`src/rtl/bus_interconnect.sv`:
```
// Single-master to NUM_SLAVES address-decoded interconnect with per-access
// timeout, registered response path and a sticky error address/counter.
module bus_interconnect #(
    parameter int unsigned NUM_SLAVES = 4,
    parameter int unsigned ADDR_W     = 32,
    parameter int unsigned DATA_W     = 32,
    parameter logic [NUM_SLAVES*ADDR_W-1:0] SLAVE_BASE =
        {32'hF1000000, 32'hF0000000, 32'h00010000, 32'h00000000},
    parameter logic [NUM_SLAVES*ADDR_W-1:0] SLAVE_MASK =
        {32'hFFFFFFF8, 32'hFFFFFFF8, 32'hFFFF0000, 32'hFFFF0000},
    parameter int unsigned TIMEOUT    = 15
) (
    input  logic                         clk,
    input  logic                         reset,
    input  logic                         m_req,
    input  logic                         m_we,
    input  logic [ADDR_W-1:0]            m_addr,
    input  logic [DATA_W-1:0]            m_wdata,
    output logic [DATA_W-1:0]            m_rdata,
    output logic                         m_ack,
    output logic                         m_err,
    output logic [NUM_SLAVES-1:0]        s_cs,
    output logic                         s_we,
    output logic [ADDR_W-1:0]            s_addr,
    output logic [DATA_W-1:0]            s_wdata,
    input  logic [NUM_SLAVES*DATA_W-1:0] s_rdata,
    input  logic [NUM_SLAVES-1:0]        s_ack,
    output logic [ADDR_W-1:0]            err_addr,
    output logic [15:0]                  err_count
);

    typedef enum logic [1:0] {
        IDLE   = 2'd0,
        ACCESS = 2'd1,
        RESP   = 2'd2
    } state_t;

    localparam logic [7:0] TMO_LAST = 8'(TIMEOUT - 1);

    state_t                  state_q, state_d;
    logic [DATA_W-1:0]       m_rdata_q, m_rdata_d;
    logic                    m_ack_q, m_ack_d;
    logic                    m_err_q, m_err_d;
    logic [NUM_SLAVES-1:0]   s_cs_q, s_cs_d;
    logic                    s_we_q, s_we_d;
    logic [ADDR_W-1:0]       s_addr_q, s_addr_d;
    logic [DATA_W-1:0]       s_wdata_q, s_wdata_d;
    logic [ADDR_W-1:0]       err_addr_q, err_addr_d;
    logic [15:0]             err_count_q, err_count_d;
    logic [7:0]              tmo_cnt_q, tmo_cnt_d;

    logic [NUM_SLAVES-1:0]   match_s;
    logic [NUM_SLAVES-1:0]   hit_oh_s;
    logic                    sel_ack_s;
    logic [DATA_W-1:0]       sel_rdata_s;
    logic [15:0]             err_count_inc_s;

    // Address decode; x & -x isolates the lowest set bit so the lowest index wins.
    always_comb begin
        match_s = '0;
        for (int i = 0; i < int'(NUM_SLAVES); i++) begin
            match_s[i] = ((m_addr & SLAVE_MASK[i*ADDR_W +: ADDR_W]) ==
                          (SLAVE_BASE[i*ADDR_W +: ADDR_W] & SLAVE_MASK[i*ADDR_W +: ADDR_W]));
        end
        hit_oh_s = match_s & (-match_s);
    end

    // Only the selected slave's ack and read data are visible to the FSM.
    always_comb begin
        sel_ack_s   = |(s_ack & s_cs_q);
        sel_rdata_s = '0;
        for (int i = 0; i < int'(NUM_SLAVES); i++) begin
            sel_rdata_s = sel_rdata_s | (s_rdata[i*DATA_W +: DATA_W] & {DATA_W{s_cs_q[i]}});
        end
        err_count_inc_s = (err_count_q == 16'hFFFF) ? err_count_q : (err_count_q + 16'd1);
    end

    // Next-state and registered-output computation.
    always_comb begin
        state_d     = state_q;
        m_rdata_d   = m_rdata_q;
        m_ack_d     = 1'b0;
        m_err_d     = 1'b0;
        s_cs_d      = s_cs_q;
        s_we_d      = s_we_q;
        s_addr_d    = s_addr_q;
        s_wdata_d   = s_wdata_q;
        err_addr_d  = err_addr_q;
        err_count_d = err_count_q;
        tmo_cnt_d   = tmo_cnt_q;
        case (state_q)
            IDLE: begin
                s_cs_d = '0;
                s_we_d = 1'b0;
                if (m_req && (|match_s)) begin
                    s_cs_d    = hit_oh_s;
                    s_we_d    = m_we;
                    s_addr_d  = m_addr;
                    s_wdata_d = m_wdata;
                    tmo_cnt_d = 8'd0;
                    state_d   = ACCESS;
                end else if (m_req) begin
                    err_addr_d  = m_addr;
                    err_count_d = err_count_inc_s;
                    m_rdata_d   = '0;
                    m_ack_d     = 1'b1;
                    m_err_d     = 1'b1;
                    state_d     = RESP;
                end else begin
                    state_d = IDLE;
                end
            end
            ACCESS: begin
                // An ack on the last allowed cycle still counts as success.
                if (sel_ack_s) begin
                    if (!s_we_q) begin
                        m_rdata_d = sel_rdata_s;
                    end else begin
                        m_rdata_d = m_rdata_q;
                    end
                    m_ack_d = 1'b1;
                    s_cs_d  = '0;
                    s_we_d  = 1'b0;
                    state_d = RESP;
                end else if (tmo_cnt_q == TMO_LAST) begin
                    err_addr_d  = s_addr_q;
                    err_count_d = err_count_inc_s;
                    m_rdata_d   = '0;
                    m_ack_d     = 1'b1;
                    m_err_d     = 1'b1;
                    s_cs_d      = '0;
                    s_we_d      = 1'b0;
                    state_d     = RESP;
                end else begin
                    tmo_cnt_d = tmo_cnt_q + 8'd1;
                end
            end
            RESP: begin
                s_cs_d  = '0;
                s_we_d  = 1'b0;
                state_d = IDLE;
            end
            default: begin
                s_cs_d  = '0;
                s_we_d  = 1'b0;
                state_d = IDLE;
            end
        endcase
    end

    // State and output registers with synchronous reset.
    always_ff @(posedge clk) begin
        if (reset) begin
            state_q     <= IDLE;
            m_rdata_q   <= '0;
            m_ack_q     <= 1'b0;
            m_err_q     <= 1'b0;
            s_cs_q      <= '0;
            s_we_q      <= 1'b0;
            s_addr_q    <= '0;
            s_wdata_q   <= '0;
            err_addr_q  <= '0;
            err_count_q <= 16'd0;
            tmo_cnt_q   <= 8'd0;
        end else begin
            state_q     <= state_d;
            m_rdata_q   <= m_rdata_d;
            m_ack_q     <= m_ack_d;
            m_err_q     <= m_err_d;
            s_cs_q      <= s_cs_d;
            s_we_q      <= s_we_d;
            s_addr_q    <= s_addr_d;
            s_wdata_q   <= s_wdata_d;
            err_addr_q  <= err_addr_d;
            err_count_q <= err_count_d;
            tmo_cnt_q   <= tmo_cnt_d;
        end
    end

    assign m_rdata   = m_rdata_q;
    assign m_ack     = m_ack_q;
    assign m_err     = m_err_q;
    assign s_cs      = s_cs_q;
    assign s_we      = s_we_q;
    assign s_addr    = s_addr_q;
    assign s_wdata   = s_wdata_q;
    assign err_addr  = err_addr_q;
    assign err_count = err_count_q;

endmodule

```
`config.mk`:
```
export PLATFORM = sky130hd
export DESIGN_NAME = bus_interconnect
export DESIGN_NICKNAME = d
export VERILOG_FILES = /design/src/rtl/bus_interconnect.sv
export SDC_FILE = /design/constraint.sdc
export NUM_CORES = 1
export LEC_CHECK = 0
export CORE_MARGIN = 5
export CORE_UTILIZATION = 37
export CTS_CLUSTER_SIZE = 40
export DETAILED_ROUTE_END_ITERATION = 12
export PLACE_DENSITY = 0.88
export SKIP_LAST_GASP = 1
export SLEW_MARGIN = 20
export SYNTH_ARGS = -nofsm -noshare
export SYNTH_HDL_FRONTEND = slang
export SYNTH_SLANG_ARGS = --single-unit
```
`constraint.sdc`:
```
create_clock -name clk -period 2.34 [get_ports clk]
set_input_delay 0.468 -clock clk [delete_from_list [all_inputs] [get_ports clk]]
set_output_delay 0.468 -clock clk [all_outputs]
set_load 0.01 [all_outputs]
```
==> impl_metrics.toml <==
[pwr]
power_frac_clock = 0.421
netSwitchingPower_mw = 1.63
power.total_mw = 6.50
seqPwrFrac = 0.436
p_sw_frac = 0.251
p_leak_nw = 4.37
p_int_mw = 4.87
peakVddDrop_mv = 0.467
p_comb_frac = 0.143
power.density_nw_per_um2 = 530

[clock_tree]
cts_buffers = 17
clk_latency_ns = 0.42
htreeDepth = 4
cts_root_buffer = "clkbuf_16"
cts_tree = "yes"
cts_buffer_depth = 2
cts-hold-fix-buffers = 0
cts.sinks = 161
clk_pin_slew_ns = 0.07

[synth]
synth_cell_types = 45
synth_compound_area_frac = 0.239
netlist_area_um2 = 7400
synth-main-ff-cell = "dfxtp_1"
syn-mean-instance-area_um2 = 8.58
ys_seq_elements = 161
seq_area_frac_synth = 0.436
synthAdderAreaFrac = 0.00508
synthArstFlopShare = 0
synth_top_family_by_area = "compound AO/OA/AOI/OAI gates"
syn_nets = 1065
synth-edff-count = 0
yosysWarnings = 0
synthSimpleGateAreaFrac = 0.197
netlist_instances = 862
synth_mux_area_frac = 0.0683
synthXorXnorAreaFrac = 0

[sta]
slew_headroom = 0.535
finalCriticalPeriod_ns = 2.34
layout_setup_ws_ns = -0.00170
finalMaxSlewViolations = 0
tightest_slew_ns = 0.695
tns_ns = -0.00170
finalCritPeriodShare = 1.00
hold_violations = 0
max_freq_mhz = 427
setup_viol = 1
fin_worst_skew_ns = 0.0112
fin_hold_ws_ns = 0.323

[worst_setup_path]
r2r_slack_ns = 0.10
crit_fanout = 6
critical_path_class = "primary input to register"
worst_ep_required_time_ns = 2.64
r2r-start = "tmo_cnt_q[7]$_SDFFE_PP0P_"
rr_endpoint = "m_rdata[28]$_SDFFE_PP0P_"
arrival_ns = 2.64
r2r_cells = 8
startpoint_type = "primary input"
cp-end-kind = "register"

[run_status]
failed_checks = "setup timing"
status = "finished with violations"

[finish]
fillers = 1597
area_growth_pct = 65.9
nets = 1421
multiInputGateArea_um2 = 3960
seqCellArea_um2 = 3220
drive_above_1_share = 0.142

[detailed_routing]
num_vias = 8175
wl_met3_mm = 3.02
ant_nets = 0
wl_per_cell_um = 19.9
wl_met2_mm = 15.0
first_iter_violations = 464
wl_mm = 29.9
avgViaCountPerCell = 5.44
routed.top_layer = "met5"
dr.pass1.iters = 5
route.detailed.drc = 0
wl_met1_mm = 10.9

[worst_hold_path]
worstHoldStart = "m_addr[22]"
hold_class = "primary input to register"
hold_end = "err_addr[22]$_SDFFE_PP0P_"
holdPathStages = 3

[floorplanning]
dieArea_um2 = 22900
start_util = 0.378
row_count = 51
ios = 351
dieHeight_um = 151
die_w_um = 151
core_um2 = 19600

[grt]
grt_pass1_vias = 7871
grt_max_degree = 83
track_usage = 0.240
grt-ovfl-total = 0
grt_antenna_before_repair = 7
grt_pass1_wl_mm = 42.9

[place]
gp_congestion = 0.856
dp_hpwl_mm = 20.8
port_buffers = 350
place_ws_ns = -0.846

[run]
max_cap_violations = 0
## layer usage
layer	global-route usage	vias to the layer above
li1	-	3817
met3	0.0718	66
met5	0	-
met2	0.411	379
met4	0.114	2
met1	0.272	3911
## critical path, cell delays in order
cell and delay (ns):
clkdlybuf4s50_1 0.56, nand4_1 0.12, or4_4 0.53, a21oi_4 0.19, or4_4 0.18, buf_6 0.12, buf_12 0.13, mux2_2 0.34
## Yosys cell counts (2+ instances only)
cell      count  area, µm²
or3_1         5       31.3
nand3_1      14       70.1
mux2_2        4       45.0
and2_1       11       68.8
mux2_4       30        450
nand2_1     186        698
clkbuf_1     59        221
a311oi_1     34        298
buf_12        3       60.1
a22oi_1      65        488
ha_1          3       37.5
nand4_1       5       31.3
inv_1         4       15.0
nor2_1       18       67.6
nor2b_1      36        225
a211oi_1      2       15.0
and3_1        7       43.8
o31ai_1      10       75.1
a21oi_1     137        686
buf_6         6       67.6
a41oi_1       2       17.5
o211a_1       4       40.0
o21ai_0       4       20.0
nor3_1        6       30.0
or4_1        14        105
nand2b_1      2       12.5
buf_2         8       40.0
nor4_1        6       37.5
dfxtp_1     161       3220
## through the flow
stage	instances	utilization	area, µm²
floorplan	862	-	7410
finish	1502	0.626	12300
global placement	1453	0.579	11300
detailed placement	1453	0.579	11300
global route	1502	0.626	12300
CTS	1493	0.617	12100
## layout by cell type, fill, tap and decap left out, drive strengths merged, types with 2 or more instances in the layout
cell | netlist | final
a41oi | 2 | 2
clkinv | 0 | 4
or3 | 5 | 5
clkdlybuf4s15 | 0 | 3
nand4 | 5 | 5
and3 | 7 | 7
dfxtp | 161 | 161
inv | 4 | 9
diode | 0 | 6
o31ai | 10 | 10
nor2b | 36 | 36
dlygate4sd2 | 0 | 15
buf | 18 | 63
nor2 | 18 | 18
ha | 3 | 3
nand2b | 2 | 2
a2bb2oi | 2 | 2
nor4 | 7 | 7
o21ai | 4 | 4
a311oi | 34 | 34
and2 | 11 | 11
or4 | 14 | 14
a211oi | 2 | 2
clkinvlp | 0 | 2
clkbuf | 59 | 30
nand3 | 14 | 14
a22oi | 65 | 65
dlymetal6s2s | 0 | 4
a21oi | 138 | 138
clkdlybuf4s50 | 0 | 319
nor3 | 6 | 6
nand2 | 186 | 186
o211a | 4 | 4
mux2 | 34 | 34
## final cells by class
type | count | share of cell area
repair buffers | 414 | 0.338
clock inverters | 12 | 0.00999
flip-flops and latches | 161 | 0.263
inverters | 4 | 0.00122
clock buffers | 20 | 0.0364
well taps | 265 | 0.0270
multi-input cells | 620 | 0.323
diodes | 6 | 0.00122
## logic make-up after synthesis
kind of cell               Yosys count
AOI/OAI and AO/OA                  268
adders and majority gates            3
buffers and inverters               81
DFF                                161
muxes                               35
and+or+nand+nor                    314
## repair_timing
item	CTS	global route
gates cloned	3	2
resized for setup	47	48
buffers inserted	5	2
setup endpoints to repair	157	117
pin swaps	15	11
## power by group through the flow
stage | sequential (mW) | clock, mW | combinational [mW]
final | 2.84 | 2.73 | 0.929
after global routing | 2.84 | 2.90 | 0.978
after global placement | 2.89 | 0 | 0.827
after CTS | 2.83 | 2.78 | 0.892
after detailed placement | 2.89 | 0 | 0.838
after floorplan | 2.91 | 0 | 0.245
## state kept, by name, summed over array words and instances, names as in the netlist
register,flops
err_addr,32
m_rdata,32
s_addr,32
s_wdata,32
err_count,16
tmo_cnt_q,8
s_cs,4
state_q,2
m_ack,1
m_err,1
s_we,1
## how the worst max path moves through the flow
stage / end / cells after the start / start
2_1_floorplan: m_rdata[0]$_SDFFE_PP0P_ / 8 / m_addr[24]
3_3_place_gp: s_wdata[27]$_SDFFE_PP0P_ / 9 / m_addr[18]
3_5_place_dp: err_count[6]$_SDFFE_PP0P_ / 9 / m_addr[18]
4_1_cts: m_rdata[7]$_SDFFE_PP0P_ / 10 / m_addr[8]
5_1_grt: m_rdata[19]$_SDFFE_PP0P_ / 8 / m_addr[30]
6_report: m_rdata[19]$_SDFFE_PP0P_ / 8 / m_addr[30]
No activity file was read; power rests on OpenSTA's default activity.
==> patch 1 (same settings) <==
Change the parameter `TIMEOUT` from 15 to 7.
--- a/src/rtl/bus_interconnect.sv
+++ b/src/rtl/bus_interconnect.sv
@@ -9,5 +9,5 @@
     parameter logic [NUM_SLAVES*ADDR_W-1:0] SLAVE_MASK =
         {32'hFFFFFFF8, 32'hFFFFFFF8, 32'hFFFF0000, 32'hFFFF0000},
-    parameter int unsigned TIMEOUT    = 15
+    parameter int unsigned TIMEOUT    = 7
 ) (
     input  logic                         clk,
Formal check against the unedited RTL: same outputs for any inputs over 4 cycles, from zero or initial values and one cycle with reset high; that may be too few to reach the edited logic, so the function may still have changed.
==> patch 1 against the unedited design <==
- clock skew increased by 0.0012 ns
- area after synthesis fell by 0.93%
- final area shrank 2.5%
- worst setup slack better by 0.039 ns
- routed wire length fell by 9.6%
- maximum frequency increased by 1.7%
- sequential cell count unchanged
- global-route usage is 0.94 points lower
- total power decreased by 2.6%
- largest cell class unchanged
==> patch 1: results (changes against the unedited design) <==
via count of the first global-routing pass -> 7518 (-4.5%)
number of buffers added for setup after CTS -> 0 (-5)
wire length per cell -> 18.5 um (-6.8%)
outcome -> finished, final reports clean
Worst Hold Class -> flop to flop
multiplexer area fraction after synthesis -> 0.117 (+0.0491)
Critical Path AT -> 2.61 ns (-0.03 ns)
global routing usage summed across all routing layers -> 0.230 (-0.00936)
post-synth cell types -> 47 (+4.4%)
met2 usage -> 0.394 (-0.0167)
leakage power summed over all cells -> 4.42 nW (+1.2%)
Layout Nets -> 1379 (-3.0%)
number of gates given a new drive strength after cts -> 1 (-98%)
max_slew headroom -> 0.459 (-0.0760)
met2 WL -> 13.1 mm (-12%)
initial drt markers -> 334 (-28%)
part of the power in combinational logic -> 0.120 (-0.023)
switching power summed over all nets -> 0.00163 W (about the same)
biggest area contributors in the synthesized netlist -> sky130_fd_sc_hd__dfxtp_1, sky130_fd_sc_hd__a22oi_1, sky130_fd_sc_hd__a21oi_1, sky130_fd_sc_hd__mux2_4, sky130_fd_sc_hd__nand2_1
share of final-layout standard cells stronger than drive strength 1 -> 0.119 (-0.0227)
maximum fanout encountered on the critical timing path -> 15 (+9)
GRT met3 Usage -> 0.0843 (+0.0125)
Syn Nets -> 1027 (-3.6%)
pin count of the biggest net entering global routing -> 92 (+11%)
parity-gate share of the synthesized area counting xor and xnor cells -> 0.00837 (+0.00837)
post-synthesis adder-cell area fraction -> 0.00512 (+0.0000477)
sequential fraction of the synthesis area -> 0.440 (+0.00409)
via density per instance -> 5.18 (-4.8%)
routed metal-1 wirelength -> 10.4 mm (-4.4%)
number of filler instances in the final layout -> 1592 (-0.31%)
number of antenna violations at the first check in global routing -> 3 (-4)
top layer reached by signal wires -> met4
sum of met3 wire segment lengths after detailed routing -> 2.80 mm (-7.0%)
largest clock skew in the final design -> 0.0124 ns (+0.00117 ns)
synth cell count leaders -> sky130_fd_sc_hd__dfxtp_1, sky130_fd_sc_hd__nand2_1, sky130_fd_sc_hd__a21oi_1, sky130_fd_sc_hd__a22oi_1, sky130_fd_sc_hd__nor2_1
met1 capacity usage during global routing -> 0.268 (-0.00408)
wire length of the first global-routing pass -> 41.0 mm (-4.4%)
RD Place Congestion -> 0.868 (+1.4%)
## patch 1: cell count changes after synthesis, sizes merged, moves of 6 or more
cell    change
a21oi      -36
or4         -7
nand4       +6
a311oi     -34
clkbuf      -8
nand2      -68
nor2       +44
a211oi     +31
xor2        +6
mux2i      +31
## patch 1: layout make-up
class,instances,share of cell area
Tap cell,265,0.0277
Inverter,2,0.000628
Timing Repair Buffer,404,0.335
Multi-Input combinational cell,590,0.317
Sequential cell,161,0.270
Clock inverter,15,0.0137
Antenna cell,3,0.000628
Clock buffer,17,0.0356
## patch 1: worst paths after layout
kind	start	end	slack, ns	depth (start not counted)
worst max-delay path	m_addr[8]	m_rdata[3]$_SDFFE_PP0P_	0.04	8
worst max register to register	tmo_cnt_q[1]$_SDFFE_PP0P_	err_count[5]$_SDFFE_PP0P_	0.17	9
worst min-delay path	s_wdata[20]$_SDFFE_PP0P_	s_wdata[20]$_SDFFE_PP0P_	0.45	2
worst min register to register	s_wdata[20]$_SDFFE_PP0P_	s_wdata[20]$_SDFFE_PP0P_	0.45	2
## patch 1: critical path: cells and delay by family
family	cells	cell delay, ns
muxes	1	0.30
buffers and inverters	2	0.76
AOI/OAI and AO/OA	1	0.22
and+or+nand+nor	4	0.84
## patch 1: per-stage QoR
stage | hold WS [ns] | total power, W | utilization | cells | worst slack, ns
floorplan | 0.481 | 0.00309 | - | 824 | 0.163
finish | 0.455 | 0.00633 | 0.614 | 1457 | 0.0374
CTS | 0.458 | 0.00640 | 0.612 | 1454 | 0.0133
detailed placement | 0.447 | 0.00363 | 0.581 | 1422 | -0.512
global route | 0.469 | 0.00657 | 0.614 | 1457 | -0.00725
global placement | 0.441 | 0.00362 | 0.581 | 1422 | -0.510
==> patch 2 (config.mk and constraints unchanged) <==
Made on the original files. Register the output `m_err` once more, cleared by the reset; this adds one clock of latency there. The other outputs are not delayed to match.
--- a/src/rtl/bus_interconnect.sv
+++ b/src/rtl/bus_interconnect.sv
@@ -180,5 +180,11 @@
     assign m_rdata   = m_rdata_q;
     assign m_ack     = m_ack_q;
-    assign m_err     = m_err_q;
+    always_ff @(posedge clk) begin
+        if (reset) begin
+            m_err <= '0;
+        end else begin
+            m_err <= m_err_q;
+        end
+    end
     assign s_cs      = s_cs_q;
     assign s_we      = s_we_q;
Formal check against the unedited RTL: not equivalent (Yosys sat finds a counterexample within 4 cycles, from zero or initial values and one cycle with reset high).
==> patch 2 against the unedited design <==
- final area increased by 3.5%
- area after synthesis is 1.1% higher
- worst setup slack better by 0.028 ns
- total power shrank 1.3%
- utilization is 0.73 points higher
- maximum frequency is 1.2% higher
- combinational power is 11% lower
- routed wire length increased by 1.7%
- sequential cell count is 1 higher
- largest power group unchanged
==> patch 2: results (changes against the unedited design) <==
Worst Hold End -> s_addr[4]$_SDFFE_PP0P_
post-synth cell types -> 52 (+16%)
slowest stage delay, CP -> 0.53 ns (-0.03 ns)
via total after detailed routing -> 8460 (+3.5%)
biggest area contributors in the synthesized netlist -> sky130_fd_sc_hd__dfxtp_1, sky130_fd_sc_hd__nand2_1, sky130_fd_sc_hd__a21oi_1, sky130_fd_sc_hd__a22oi_1, sky130_fd_sc_hd__mux2_4
clock slew seen by the registers of the worst setup and hold paths -> 0.07 ns (about the same)
launch point of the worst reg-to-reg path -> err_count[0]$_SDFFE_PP0P_
Mapped Avg Cell Area -> 8.47 um^2 (-1.3%)
prevailing post-synth register cell -> sky130_fd_sc_hd__dfxtp_1
gate family responsible for the most delay along the worst path -> buffers and inverters
slew of the pin with the lowest slew margin -> 0.638 ns (-0.0574 ns)
setup slack of the most critical reg-to-reg path -> 0.15 ns (+0.05 ns)
initial drt markers -> 474 (+2.2%)
top layer reached by signal wires -> met4
required time worst endpoint -> 2.68 ns (+0.04 ns)
met1 capacity usage during global routing -> 0.284 (+0.0120)
maximum fanout encountered on the critical timing path -> 14 (+8)
sequential fraction of the synthesis area -> 0.434 (-0.00206)
R2R Path End -> err_count[11]$_SDFFE_PP0P_
leakage power summed over all cells -> 4.57 nW (+4.6%)
Critical path origin -> m_addr[15]
Syn Nets -> 1086 (+2.0%)
met2 WL -> 15.3 mm (+2.3%)
largest clock skew in the final design -> 0.0107 ns (-0.000517 ns)
share of total power consumed by net switching -> 0.257 (+0.00643)
estimated wirelength of the detail-placed design -> 21.7 mm (+4.2%)
routed metal-1 wirelength -> 11.6 mm (+6.9%)
end point of the critical path -> err_count[4]$_SDFFE_PP0P_
wire length per cell -> 19.6 um (-1.3%)
met2 usage -> 0.422 (+0.0113)
H-tree lvl count -> 4 (unchanged)
via density per instance -> 5.47 (+0.48%)
outcome -> finished, final reports clean
launch instance of the worst min-delay path -> m_addr[4]
part of the power in combinational logic -> 0.129 (-0.014)
number of antenna violations at the first check in global routing -> 5 (-2)
share of final-layout standard cells stronger than drive strength 1 -> 0.153 (+0.0104)
Critical Path AT -> 2.65 ns (about the same)
global routing usage summed across all routing layers -> 0.243 (+0.00348)
number of detailed-routing iterations run before antenna repair -> 6 (+1)
via count of the first global-routing pass -> 8335 (+5.9%)
RD Place Congestion -> 0.888 (+3.7%)
number of cells on the worst reg-to-reg path -> 7 (-1)
buffer levels on the longest clock path -> 2 (unchanged)
GRT met3 Usage -> 0.0773 (+0.00544)
worst IR drop on VDD -> 0.451 mV (-3.3%)
wire length of the first global-routing pass -> 45.8 mm (+6.8%)
pin count of the biggest net entering global routing -> 77 (-7.2%)
placed cell count -> 1495 (+2.9%)
internal power of the cells -> 0.00476 W (-2.2%)
synth cell count leaders -> sky130_fd_sc_hd__nand2_1, sky130_fd_sc_hd__dfxtp_1, sky130_fd_sc_hd__a21oi_1, sky130_fd_sc_hd__a22oi_1, sky130_fd_sc_hd__clkbuf_1
fraction of registers with async set/reset -> 0 (unchanged)
sum of met3 wire segment lengths after detailed routing -> 2.70 mm (-10%)
## patch 2: what timing repair did
item	4_1_cts	5_1_grt
endpoints found under the setup margin	145	153
resized for setup	21	43
pin swaps	6	11
setup buffers	7	4
gates cloned	2	2
## patch 2: layout make-up
class                      count  area, um^2
fill                        1607        7340
timing repair buffer         434        4430
multi-input combinational    641        4080
sequential                   162        3240
clock buffer                  18         439
tap                          270         338
clock inverter                14         144
antenna                        5        12.5
inverter                       3        11.3
## patch 2: logic make-up after synthesis
logic type | share of synthesized area
flops | 0.434
buf+inv | 0.0469
mux | 0.0738
compound gates | 0.227
simple gates | 0.213
fa+ha+maj | 0.00502
## patch 2: metrics by stage
stage	utilization	area, um^2	hold WS, ns	setup WS, ns
2_1_floorplan	-	7490	0.414	-0.0562
3_3_place_gp	0.581	11600	0.423	-0.639
3_5_place_dp	0.581	11600	0.447	-0.672
4_1_cts	0.620	12400	0.355	-0.0307
5_1_grt	0.634	12700	0.342	-0.0125
6_report	0.634	12700	0.361	0.0265
